===== src/rtl/tmr_la_selftest_if.sv =====
// tmr_la_selftest_if
// Groups the logic-analyzer bus and the user I/O pad signals of the TMR
// self-test engine into one bundle.
//   la_data_in  [127:0] config fields and start bit from the management core
//   la_oenb     [127:0] per-bit enable, a field bit counts only when this bit is 0
//   la_data_out [127:0] mismatch count, final voted value and status for firmware
//   io_out      [37:0]  status and mismatch count on mprj_io[37:20]
//   io_oeb      [37:0]  pad direction, upper 18 pads driven, lower 20 released
// The master modport is the management/testbench side; the slave modport is
// the self-test engine.
interface tmr_la_selftest_if;
  logic [127:0] la_data_in;
  logic [127:0] la_oenb;
  logic [127:0] la_data_out;
  logic [37:0]  io_out;
  logic [37:0]  io_oeb;

  modport master (
    output la_data_in,
    output la_oenb,
    input  la_data_out,
    input  io_out,
    input  io_oeb
  );

  modport slave (
    input  la_data_in,
    input  la_oenb,
    output la_data_out,
    output io_out,
    output io_oeb
  );
endinterface


===== src/rtl/tmr_la_selftest.sv =====
// tmr_la_selftest
// Self-test engine for the radiation-hardening work. The management core
// writes a run length N, an injection cycle K, an injection mask and an
// injection enable on the LA bus and pulses start. Three copies of a counter
// then run N cycles; at cycle K the selected copies get a flipped LSB. The
// bitwise majority voter corrects the copies every cycle and each cycle in
// which the copies disagree is counted. At the end the voted value is
// compared with N to give pass or fail.
//   wb_clk_i  sole clock
//   wb_rst_i  synchronous active-high reset
//   bus       tmr_la_selftest_if.slave: LA config/start in, results out on
//             la_data_out and io_out[37:20]
module tmr_la_selftest #(
  parameter int CNT_W = 16
) (
  input  logic                  wb_clk_i,
  input  logic                  wb_rst_i,
  tmr_la_selftest_if.slave      bus
);

  typedef enum logic [1:0] {IDLE, RUN, CHECK, DONE} state_e;

  localparam logic [CNT_W-1:0] ONE = CNT_W'(1);

  state_e           r_state,     w_stateNext;
  logic             r_startQ;
  logic [CNT_W-1:0] r_runLen,    w_runLenNext;
  logic [CNT_W-1:0] r_injCycle,  w_injCycleNext;
  logic [2:0]       r_injMask,   w_injMaskNext;
  logic             r_injEn,     w_injEnNext;
  logic [CNT_W-1:0] r_c0,        w_c0Next;
  logic [CNT_W-1:0] r_c1,        w_c1Next;
  logic [CNT_W-1:0] r_c2,        w_c2Next;
  logic [CNT_W-1:0] r_idx,       w_idxNext;
  logic [15:0]      r_count,     w_countNext;
  logic [CNT_W-1:0] r_voted,     w_votedNext;
  logic [1:0]       r_status,    w_statusNext;

  logic [127:0]     w_masked;
  logic             w_start;
  logic             w_startEdge;
  logic [CNT_W-1:0] w_vote;
  logic [CNT_W-1:0] w_voteInc;
  logic             w_mismatch;
  logic             w_inject;
  logic [15:0]      w_countSat;
  logic             w_unusedBits;

  // A field bit is honoured only while its output-enable bar is low.
  assign w_masked    = bus.la_data_in & ~bus.la_oenb;
  assign w_start     = w_masked[63];
  assign w_startEdge = w_start & ~r_startQ;
  // Only a handful of LA bits carry meaning; the rest are deliberately ignored.
  assign w_unusedBits = ^w_masked;

  // Bitwise majority of the three copies and the shared increment.
  assign w_vote     = (r_c0 & r_c1) | (r_c0 & r_c2) | (r_c1 & r_c2);
  assign w_voteInc  = w_vote + ONE;
  assign w_mismatch = (r_c0 != r_c1) || (r_c1 != r_c2);
  assign w_inject   = r_injEn && (r_idx == r_injCycle);
  assign w_countSat = (r_count == 16'hFFFF) ? r_count : r_count + 16'd1;

  // Next-state and datapath decisions. Everything holds by default; a start
  // edge is only taken while idle or done, so a pulse during a run is lost.
  always_comb begin
    w_stateNext    = r_state;
    w_runLenNext   = r_runLen;
    w_injCycleNext = r_injCycle;
    w_injMaskNext  = r_injMask;
    w_injEnNext    = r_injEn;
    w_c0Next       = r_c0;
    w_c1Next       = r_c1;
    w_c2Next       = r_c2;
    w_idxNext      = r_idx;
    w_countNext    = r_count;
    w_votedNext    = r_voted;
    w_statusNext   = r_status;
    case (r_state)
      IDLE, DONE: begin
        if (w_startEdge) begin
          w_runLenNext   = w_masked[CNT_W-1:0];
          w_injCycleNext = w_masked[16 +: CNT_W];
          w_injMaskNext  = w_masked[34:32];
          w_injEnNext    = w_masked[35];
          w_c0Next       = '0;
          w_c1Next       = '0;
          w_c2Next       = '0;
          w_idxNext      = '0;
          w_countNext    = '0;
          w_statusNext   = 2'b10;
          w_stateNext    = (w_masked[CNT_W-1:0] == '0) ? CHECK : RUN;
        end
      end
      RUN: begin
        if (w_mismatch) w_countNext = w_countSat;
        w_c0Next  = (w_inject && r_injMask[0]) ? (w_voteInc ^ ONE) : w_voteInc;
        w_c1Next  = (w_inject && r_injMask[1]) ? (w_voteInc ^ ONE) : w_voteInc;
        w_c2Next  = (w_inject && r_injMask[2]) ? (w_voteInc ^ ONE) : w_voteInc;
        w_idxNext = r_idx + ONE;
        if (r_idx == r_runLen - ONE) w_stateNext = CHECK;
      end
      CHECK: begin
        // A flip injected on the last RUN cycle is still caught here.
        if (w_mismatch) w_countNext = w_countSat;
        w_votedNext  = w_vote;
        w_statusNext = (w_vote == r_runLen) ? 2'b00 : 2'b01;
        w_stateNext  = DONE;
      end
      default: w_stateNext = IDLE;
    endcase
  end

  // State and datapath registers. Count and status move on the same edge so
  // the pads never show a half-updated result.
  always_ff @(posedge wb_clk_i) begin
    if (wb_rst_i) begin
      r_state    <= IDLE;
      r_startQ   <= 1'b0;
      r_runLen   <= '0;
      r_injCycle <= '0;
      r_injMask  <= '0;
      r_injEn    <= 1'b0;
      r_c0       <= '0;
      r_c1       <= '0;
      r_c2       <= '0;
      r_idx      <= '0;
      r_count    <= '0;
      r_voted    <= '0;
      r_status   <= 2'b00;
    end else begin
      r_state    <= w_stateNext;
      r_startQ   <= w_start;
      r_runLen   <= w_runLenNext;
      r_injCycle <= w_injCycleNext;
      r_injMask  <= w_injMaskNext;
      r_injEn    <= w_injEnNext;
      r_c0       <= w_c0Next;
      r_c1       <= w_c1Next;
      r_c2       <= w_c2Next;
      r_idx      <= w_idxNext;
      r_count    <= w_countNext;
      r_voted    <= w_votedNext;
      r_status   <= w_statusNext;
    end
  end

  // Outputs are straight wiring of registers and constants.
  assign bus.la_data_out = {94'd0, r_status, 16'(r_voted), r_count};
  assign bus.io_out      = {r_status, r_count, 20'd0};
  assign bus.io_oeb      = {18'd0, 20'hFFFFF};

endmodule


===== src/flat_wrapper.sv =====
// flat-port wrapper written by rule: the top's interface ports become plain ports
module tmr_la_selftest_flat 
#(
  parameter int CNT_W = 16
)
  (wb_clk_i, wb_rst_i, bus_la_data_in, bus_la_oenb, bus_la_data_out, bus_io_out, bus_io_oeb);
  tmr_la_selftest_if bus_i ();
  input  logic wb_clk_i;
  input  logic wb_rst_i;
  input wire logic [$bits(bus_i.la_data_in)-1:0] bus_la_data_in;
  input wire logic [$bits(bus_i.la_oenb)-1:0] bus_la_oenb;
  output wire logic [$bits(bus_i.la_data_out)-1:0] bus_la_data_out;
  output wire logic [$bits(bus_i.io_out)-1:0] bus_io_out;
  output wire logic [$bits(bus_i.io_oeb)-1:0] bus_io_oeb;
  assign bus_i.la_data_in = bus_la_data_in;
  assign bus_i.la_oenb = bus_la_oenb;
  assign bus_la_data_out = bus_i.la_data_out;
  assign bus_io_out = bus_i.io_out;
  assign bus_io_oeb = bus_i.io_oeb;
  tmr_la_selftest #(.CNT_W(CNT_W)) u_core (.wb_clk_i(wb_clk_i), .wb_rst_i(wb_rst_i), .bus(bus_i));
endmodule

===== config.mk =====
export PLATFORM = sky130hd
export DESIGN_NAME = tmr_la_selftest_flat
export DESIGN_NICKNAME = d
export VERILOG_FILES = /design/src/rtl/tmr_la_selftest_if.sv /design/src/rtl/tmr_la_selftest.sv /design/src/flat_wrapper.sv
export SDC_FILE = /design/constraint.sdc
export NUM_CORES = 1
export LEC_CHECK = 0
export BUFFER_PORTS_ARGS = -buffer_cell sky130_fd_sc_hd__buf_2
export CAP_MARGIN = 20
export CELL_PAD_IN_SITES_DETAIL_PLACEMENT = 1
export CELL_PAD_IN_SITES_GLOBAL_PLACEMENT = 1
export CORE_AREA = 4 4 180 182
export CTS_CLUSTER_SIZE = 16
export DETAILED_ROUTE_END_ITERATION = 10
export DIE_AREA = 0 0 184 186
export PLACE_DENSITY = 0.76
export SYNTH_ARGS = -nofsm -noshare
export SYNTH_HDL_FRONTEND = slang
export SYNTH_SLANG_ARGS = --single-unit

===== constraint.sdc =====
create_clock -name wb_clk_i -period 4.39 [get_ports wb_clk_i]
set_clock_uncertainty 0.15 [all_clocks]
set_input_delay 0.439 -clock wb_clk_i [delete_from_list [all_inputs] [get_ports wb_clk_i]]
set_output_delay 0.439 -clock wb_clk_i [all_outputs]
set_load 0.05 [all_outputs]

==> results by group, run 1 <==
Clock tree
  – H-tree levels: 3
  – Root Driver: clkbuf_16
  – Post-CTS Setup Bufs: 0
  – CTS tree: built
  – CTS Hold Bufs: 0
  – CTS buffer count: 9
  – Clock Path Buffers: 2
  – Clk sink count: 107
  – CTS resizes: 0
  – Clock Latency Late Sink: ~0.35 ns
  – Clock transition at the registers of the reported paths: roughly 0.070 ns

Yosys
  – Post-synth EDFFs: 0
  – Cells after synthesis: 838
  – Sequential-to-total area share from yosys stat: about a third
  – Synth Cell Area: between 6000 and 7000 µm²
  – Syn. warnings: 0
  – Seq cells post-synth: roughly 110
  – Largest area contributor in the netlist: dfxtp_1
  – Synth cell types: 50
  – Synth Area per Inst: 8.03 µm²
  – Synth top area cells: dfxtp_1 32%, buf_4 19%, xor2_1 5.6%
  – Top cell type's share of synthesized area: a little under a third
  – Post-synth ARST share: 0%
  – Top_reg_cell synth: dfxtp_1

Setup path
  – CP Class: reg2reg
  – Worst setup EP type: register
  – Worst-path fanout max: 7
  – Worst EP required: around 4.5 ns
  – CP peak stage delay: between 0.5 and 0.6 ns
  – Critical-path cell list: inv_1 -> ha_1 -> or3b_2 -> or4_4 -> or3_1 -> o211ai_1 -> nor2_1 -> o31a_1 -> mux2_1
  – CP max-delay cell: or4_4
  – CP Launch Type: register
  – CP arrival: 3.46 ns
  – Register-to-Register Path Depth: 9

Routing
  – Via-to-Cell Ratio: roughly 4.0
  – Vias: about 5300
  – Drt pass-1 iters: 4
  – DRT iter0 DRCs: 215
  – Routed Antenna Nets: 0
  – Routed length per placed instance: roughly 13 µm
  – Residual DRC: 0
  – WL final: roughly 18000 µm

Power and ir drop
  – Register share of total power: a little under two fifths
  – Sw frac: between 30% and 40%
  – Comb pwr share: around a third
  – Leakage Power: between 0.003 and 0.004 µW
  – Peak supply drop: about 180 µV
  – Overall Power: between 2000 and 3000 µW
  – Net Sw Power: roughly 1100 µW
  – PwrDens: roughly 380 nW/µm²
  – Clock power share: 30.2%
  – Int Pwr: around 1700 µW

Floorplanning
  – Top Ports: around 460
  – Core area: around 31000 µm²
  – Die height: around 190 µm
  – Starting Density: ~22%
  – Cell Rows: 64
  – Chip width: roughly 180 µm
  – Die area: ~34000 µm²

STA
  – Slew @ Worst Pin: 1.05 ns
  – Hold slack: ~0.22 ns
  – Setup slack after layout: 1.02 ns
  – Setup_tns: 0 ns
  – Pins Over Slew Limit: 0
  – Post-layout min period: between 3 and 4 ns
  – Relative slew slack: between 20 and 30%
  – Max frequency: between 0.2 and 0.3 GHz
  – Finish-stage setup viols: 0
  – Final hold vios: 0
  – RSZ-0062 raised after global routing: false
  – Tcrit/Tclk final: between 70 and 80%

Worst hold path
  – Hold Path Depth: 4
  – Worst min path class: in2reg

Final layout
  – Finished layout cell area: between 7000 and 8000 µm²
  – Multi-input logic area: roughly 3700 µm²
  – Fillcell total: 3791
  – Commonest non-fill, non-tap cells in the layout: 152 x conb_1, 127 x buf_2, 107 x dfxtp_1, 91 x nor2_1, 63 x nand2_1
  – Share of cells above drive strength 1: between 10% and 20%
  – # diodes: 0
  – Total Nets Final: between 1000 and 1500
  – Commonest non-fill, non-tap cell in the layout: conb_1
  – Register area: roughly 2100 µm²
  – Syn-to-layout area delta: 8.96%

Place
  – Placed Area: around 7000 µm²
  – Buffers on Ports: around 130
  – Place WS: a little over 1 ns
  – Routability Congestion: 0.828
  – Hpwl dp: between 10000 and 15000 µm

Outcome
  – Status: finished clean

GRT
  – Gr ovfl total: 0
  – Global Route Usage Sum: under 10%
  – Number of global-route vias before repair: between 5000 and 6000
  – Largest net degree at the start of global routing: 60
  – Initial antenna violation count: 0
  – First-pass GRT wire length: 26600 µm

Flow run
  – Max_cap viols: 0
metal layers:
metal	track usage, %	vias to the layer above	wire [µm]
met4	3.05	0	351
li1	-	2629	-
met1	12.5	2503	7880
met5	0	-	0
met3	1.84	22	910
met2	15.8	180	8390
layout make-up:
cell class                 instances  area share [%]
sequential                       107            29.2
clock buffer                      10            3.26
inverter                          14           0.716
clock inverter                     6           0.955
tap                              396            6.75
multi-input combinational        654            49.9
timing repair buffer             132            9.23
registers in the layout, indices dropped and copies added (netlist names):
signal	cells
u_core.r_c2	16
u_core.r_count	16
u_core.r_idx	16
u_core.r_injCycle	16
u_core.r_runLen	16
u_core.r_voted	16
u_core.r_injMask	3
u_core.r_state	2
u_core.r_status	2
u_core.r_c0	1
u_core.r_c1	1
u_core.r_injEn	1
u_core.r_startQ	1
worst max-delay path, delay by kind of cell (launching register included):
kind                       cells  cell delay [ns]
AOI/OAI and AO/OA              2             0.41
adders and majority gates      1             0.32
buffers and inverters          1             0.12
DFF                            1             0.38
muxes                          1             0.32
and+or+nand+nor                4             1.55
synth_stat cells (4+ instances only):
| cell | number |
|---|---|
| buf_1 | 5 |
| nor3_1 | 13 |
| nand2b_1 | 4 |
| nand4_1 | 18 |
| xnor2_1 | 41 |
| inv_1 | 14 |
| dfxtp_1 | 107 |
| a22oi_1 | 5 |
| buf_4 | 171 |
| and4_1 | 4 |
| o21ai_0 | 16 |
| clkbuf_1 | 34 |
| a21oi_1 | 54 |
| nand3_1 | 16 |
| ha_1 | 8 |
| xor2_1 | 43 |
| nor2b_1 | 15 |
| nand2_1 | 63 |
| or3_1 | 15 |
| nor3b_1 | 21 |
| nor4_1 | 13 |
| and3_1 | 6 |
| nor2_1 | 91 |
| a211oi_1 | 5 |
| mux2i_1 | 17 |
power groups by stage:
stage	Combinational [µW]	Clock, µW	Sequential (µW)
CTS	889	874	1060
detailed placement	887	0	1090
global placement	868	0	1080
finish	890	844	1060
floorplan	826	0	1080
global route	967	917	1070
kinds of logic (layout without fill, tap and decap cells):
family          after synthesis  count (layout)  share of synthesized area [%]
fa+ha+maj                     8               8                           1.49
xor+xnor                     84              84                           10.9
simple gates                292             292                           21.9
mux                          21              21                           3.20
compound gates               97              97                           8.27
flops                       107             107                           31.8
other cells                   2             152                          0.112
buf+inv                     227             162                           22.3
final timing paths:
check	from	to	slack (ns)
min	bus_la_oenb[1]	u_core.r_runLen[1]	0.22
max	u_core.r_runLen[0]	u_core.r_state[0]	1.02
max reg2reg	u_core.r_runLen[0]	u_core.r_state[0]	1.02
min reg2reg	u_core.r_injEn	u_core.r_injEn	0.33
through the flow:
stage               util, %  instances
finish                 24.0       1319
global route           24.0       1319
CTS                    23.9       1318
detailed placement     22.9       1302
global placement       22.9       1302
floorplan                 -        988
(Power assumes the default switching activity.)
==> inputs of run 2 (changes only) <==
- ABC_AREA: unset -> 1
- CORE_AREA: 4 4 180 182 -> 4 4 176 178
- DIE_AREA: 0 0 184 186 -> 0 0 180 182
- PLACE_DENSITY: 0.76 -> 0.85
- clock period: 4.39 -> 2.8 ns (I/O delays scaled with it)
==> run 2 against run 1 <==
Cell area up 5.7%. Synthesized area up 5.4%. Fmax up 40%. Clock power up 55%. First-iteration DRC count up 1.9%. Via count up 20%. Critical path depth up 6. Synthesized cell count up 22%. Routed wire length up 18%. Core utilization up 2.4 points. Critical path type unchanged. Largest cell class unchanged. Largest power group is now combinational cells.
==> results by group, run 2 <==
Outcome
  – Status: finished clean

STA
  – Tcrit/Tclk final: 86.1% (+9.3 points)
  – Slew @ Worst Pin: 0.693 ns (-0.360 ns)
  – Finish-stage setup viols: 0 (unchanged)
  – Max frequency: 0.415 GHz (+40%)
  – Setup slack after layout: 0.390 ns (-0.631 ns)
  – Pins Over Slew Limit: 0 (unchanged)
  – Final hold vios: 0 (unchanged)
  – Post-layout min period: 2.41 ns (-0.959 ns)
  – Hold slack: 0.0513 ns (-0.169 ns)
  – Relative slew slack: 53.7% (+24 points)
  – RSZ-0062 raised after global routing: false
  – Setup_tns: 0 ns (unchanged)

Yosys
  – Post-synth ARST share: 0% (unchanged)
  – Post-synth top cells: 183 x nand2_1, 172 x buf_4, 108 x inv_1
  – Post-synthesis compound-gate area fraction: 11.6% (+3.3 points)
  – Largest area contributor in the netlist: dfxtp_1
  – Sequential-to-total area share from yosys stat: 30.2% (-1.6 points)
  – Syn. warnings: 0 (unchanged)
  – Synth top area cells: dfxtp_1 30%, buf_4 18%, nand2_1 9.7%
  – Post-synthesis simple-gate area fraction: 26.2% (+4.4 points)
  – Cells after synthesis: 1023 (+22%)
  – Post-synth EDFFs: 0 (unchanged)
  – Adder-Cell Fraction of Synth Area: 1.41% (-0.077 points)
  – Largest family of logic cells by synthesized area: simple AND/OR/NAND/NOR gates
  – Post-synthesis xor/xnor area fraction: 4.81% (-6.1 points)
  – Top_reg_cell synth: dfxtp_1
  – Synth cell types: 41 (-18%)
  – Mux contribution to synthesized area: 0% (-3.2 points)
  – Synth Cell Area: 7100 µm² (+5.4%)
  – Top cell type's share of synthesized area: 30.2% (-1.6 points)
  – Most numerous cell in the Yosys netlist: nand2_1
  – Seq cells post-synth: 107 (unchanged)
  – Synth Area per Inst: 6.94 µm² (-14%)

Final layout
  – Fillcell total: 3763 (-0.74%)
  – Share of cells above drive strength 1: 15.9% (-1.1 points)
  – Total Nets Final: 1390 (+17%)
  – Layout Cells excl Fill: 1520 (+15%)
  – Syn-to-layout area delta: 9.27%
  – Commonest non-fill, non-tap cell in the layout: nand2_1
  – Commonest non-fill, non-tap cells in the layout: 183 x nand2_1, 152 x conb_1, 127 x buf_2, 108 x inv_1, 107 x dfxtp_1

Routing
  – WL final: 20700 µm (+18%)
  – Routed Antenna Nets: 0 (unchanged)
  – DRT iter0 DRCs: 219 (+1.9%)
  – Drt pass-1 iters: 5 (+1)
  – Via-to-Cell Ratio: 4.21 (+4.2%)
  – Vias: 6406 (+20%)
  – Routed length per placed instance: 13.6 µm (+2.4%)
  – Residual DRC: 0 (unchanged)

Floorplanning
  – Starting Density: 24.1% (+2.1 points)
  – Chip width: 180 µm (-2.2%)
  – Die area: 32800 µm² (-4.3%)
  – Cell Rows: 63 (-1.6%)
  – Core area: 29400 µm² (-3.9%)
  – Die height: 182 µm (-2.2%)
  – Top Ports: 462 (unchanged)

Setup path
  – Register-to-Register Path Depth: 15 (+6)
  – Worst setup EP type: register
  – CP arrival: 2.56 ns (-0.90 ns)
  – Worst-path fanout max: 8 (+1)
  – CP Class: reg2reg
  – Worst EP required: 2.95 ns (-1.53 ns)
  – CP Launch Type: register

Clock tree
  – Root Driver: clkbuf_16
  – CTS Hold Bufs: 0 (unchanged)
  – CTS tree: built
  – CTS resizes: 0 (unchanged)
  – CTS buffer count: 9 (unchanged)
  – H-tree levels: 3 (unchanged)
  – Clk sink count: 107 (unchanged)
  – Clock Path Buffers: 2 (unchanged)
  – Clock transition at the registers of the reported paths: 0.08 ns (about the same)
  – Clock Latency Late Sink: 0.37 ns (+0.02 ns)
  – Post-CTS Setup Bufs: 0 (unchanged)

Flow run
  – Max_cap viols: 0 (unchanged)

Place
  – Placed Cells: 1503 (+15%)
  – Place WS: 0.295 ns (-0.727 ns)
  – Buffers on Ports: 127 (unchanged)
  – Routability Congestion: 0.834 (+0.77%)
  – Hpwl dp: 16700 µm (+18%)

GRT
  – First-pass GRT wire length: 32900 µm (+24%)
  – Gr ovfl total: 0 (unchanged)
  – Global Route Usage Sum: 12.1% (+2.6 points)
  – Initial antenna violation count: 0 (unchanged)
  – Largest net degree at the start of global routing: 37 (-38%)
  – Number of global-route vias before repair: 6535 (+25%)

Worst hold path
  – Worst min path class: in2reg
  – Hold Path Depth: 3 (-1)

Power and ir drop
  – PwrDens: 706 nW/µm² (+85%)
  – Peak supply drop: 335 µV (+82%)
  – Leakage Power: 0.00362 µW (+16%)
run 2: cell count changes after synthesis, moves of 11 or more:
cell,before,now
nand2_1,63,183
inv_1,14,108
o21ai_0,16,66
xnor2_1,41,16
nand3_1,16,39
nand3b_1,1,24
nor3b_1,21,0
xor2_1,43,23
a21oi_1,54,73
mux2i_1,17,0
clkbuf_1,34,19
nor2b_1,15,0
or3_1,15,0
o22ai_1,2,13
run 2: critical path: stages, from the launching register on:
cell	delay [ns]
dfxtp_1	0.35
inv_1	0.07
ha_2	0.36
inv_1	0.17
nand2_1	0.12
nand2_4	0.16
nand2_4	0.07
nor3_2	0.15
nand2_1	0.12
nor3_2	0.16
nand2_1	0.12
inv_2	0.06
nand2_1	0.05
nand2_1	0.05
nand2_1	0.05
nor2_1	0.12
run 2: power by group:
part | switching, µW | internal, µW | leakage, µW
clock | 678 | 632 | 0.000142
combinational | 1760 | 568 | 0.00261
sequential | 152 | 1680 | 0.000867
run 2: path summary, 6_finish.rpt:
kind	from	endpoint	slack (ns)
worst max-delay path	u_core.r_state[0]	u_core.r_idx[13]	0.39
worst min-delay path	bus_la_oenb[29]	u_core.r_injCycle[13]	0.05
worst max register to register	u_core.r_state[0]	u_core.r_idx[13]	0.39
worst min register to register	u_core.r_injEn	u_core.r_injEn	0.32
run 2: per-stage QoR:
stage / instance area [µm²] / utilization (%) / total power, µW
after floorplan: 7660 / - / 3850
after global placement: 7460 / 25.4 / 4120
after detailed placement: 7460 / 25.4 / 4190
after CTS: 7750 / 26.4 / 5530
after global routing: 7750 / 26.4 / 5840
final: 7760 / 26.4 / 5470
run 2: final cells by class:
class | count | area [µm²] | area share, %
Tap cell | 390 | 488 | 6.29
Antenna cell | 1 | 2.50 | 0.0323
Sequential cell | 107 | 2140 | 27.6
Timing Repair Buffer | 138 | 718 | 9.26
Clock buffer | 9 | 225 | 2.90
Clock inverter | 7 | 67.6 | 0.871
Inverter | 111 | 418 | 5.39
Multi-Input combinational cell | 757 | 3700 | 47.6
run 2: metal layers:
| metal | vias up | GRT usage [%] | share of wire (%) |
|---|---|---|---|
| met4 | 0 | 3.02 | 1.1 |
| met3 | 14 | 2.00 | 5.3 |
| met5 | - | 0 | 0 |
| li1 | 3151 | - | - |
| met1 | 3057 | 14.4 | 41 |
| met2 | 184 | 22.7 | 52 |
run 2: cells by family after synthesis:
| group | Yosys count |
|---|---|
| fa+ha+maj | 8 |
| flops | 107 |
| xor+xnor | 39 |
| buf+inv | 309 |
| simple gates | 400 |
| compound gates | 158 |
| other cells | 2 |
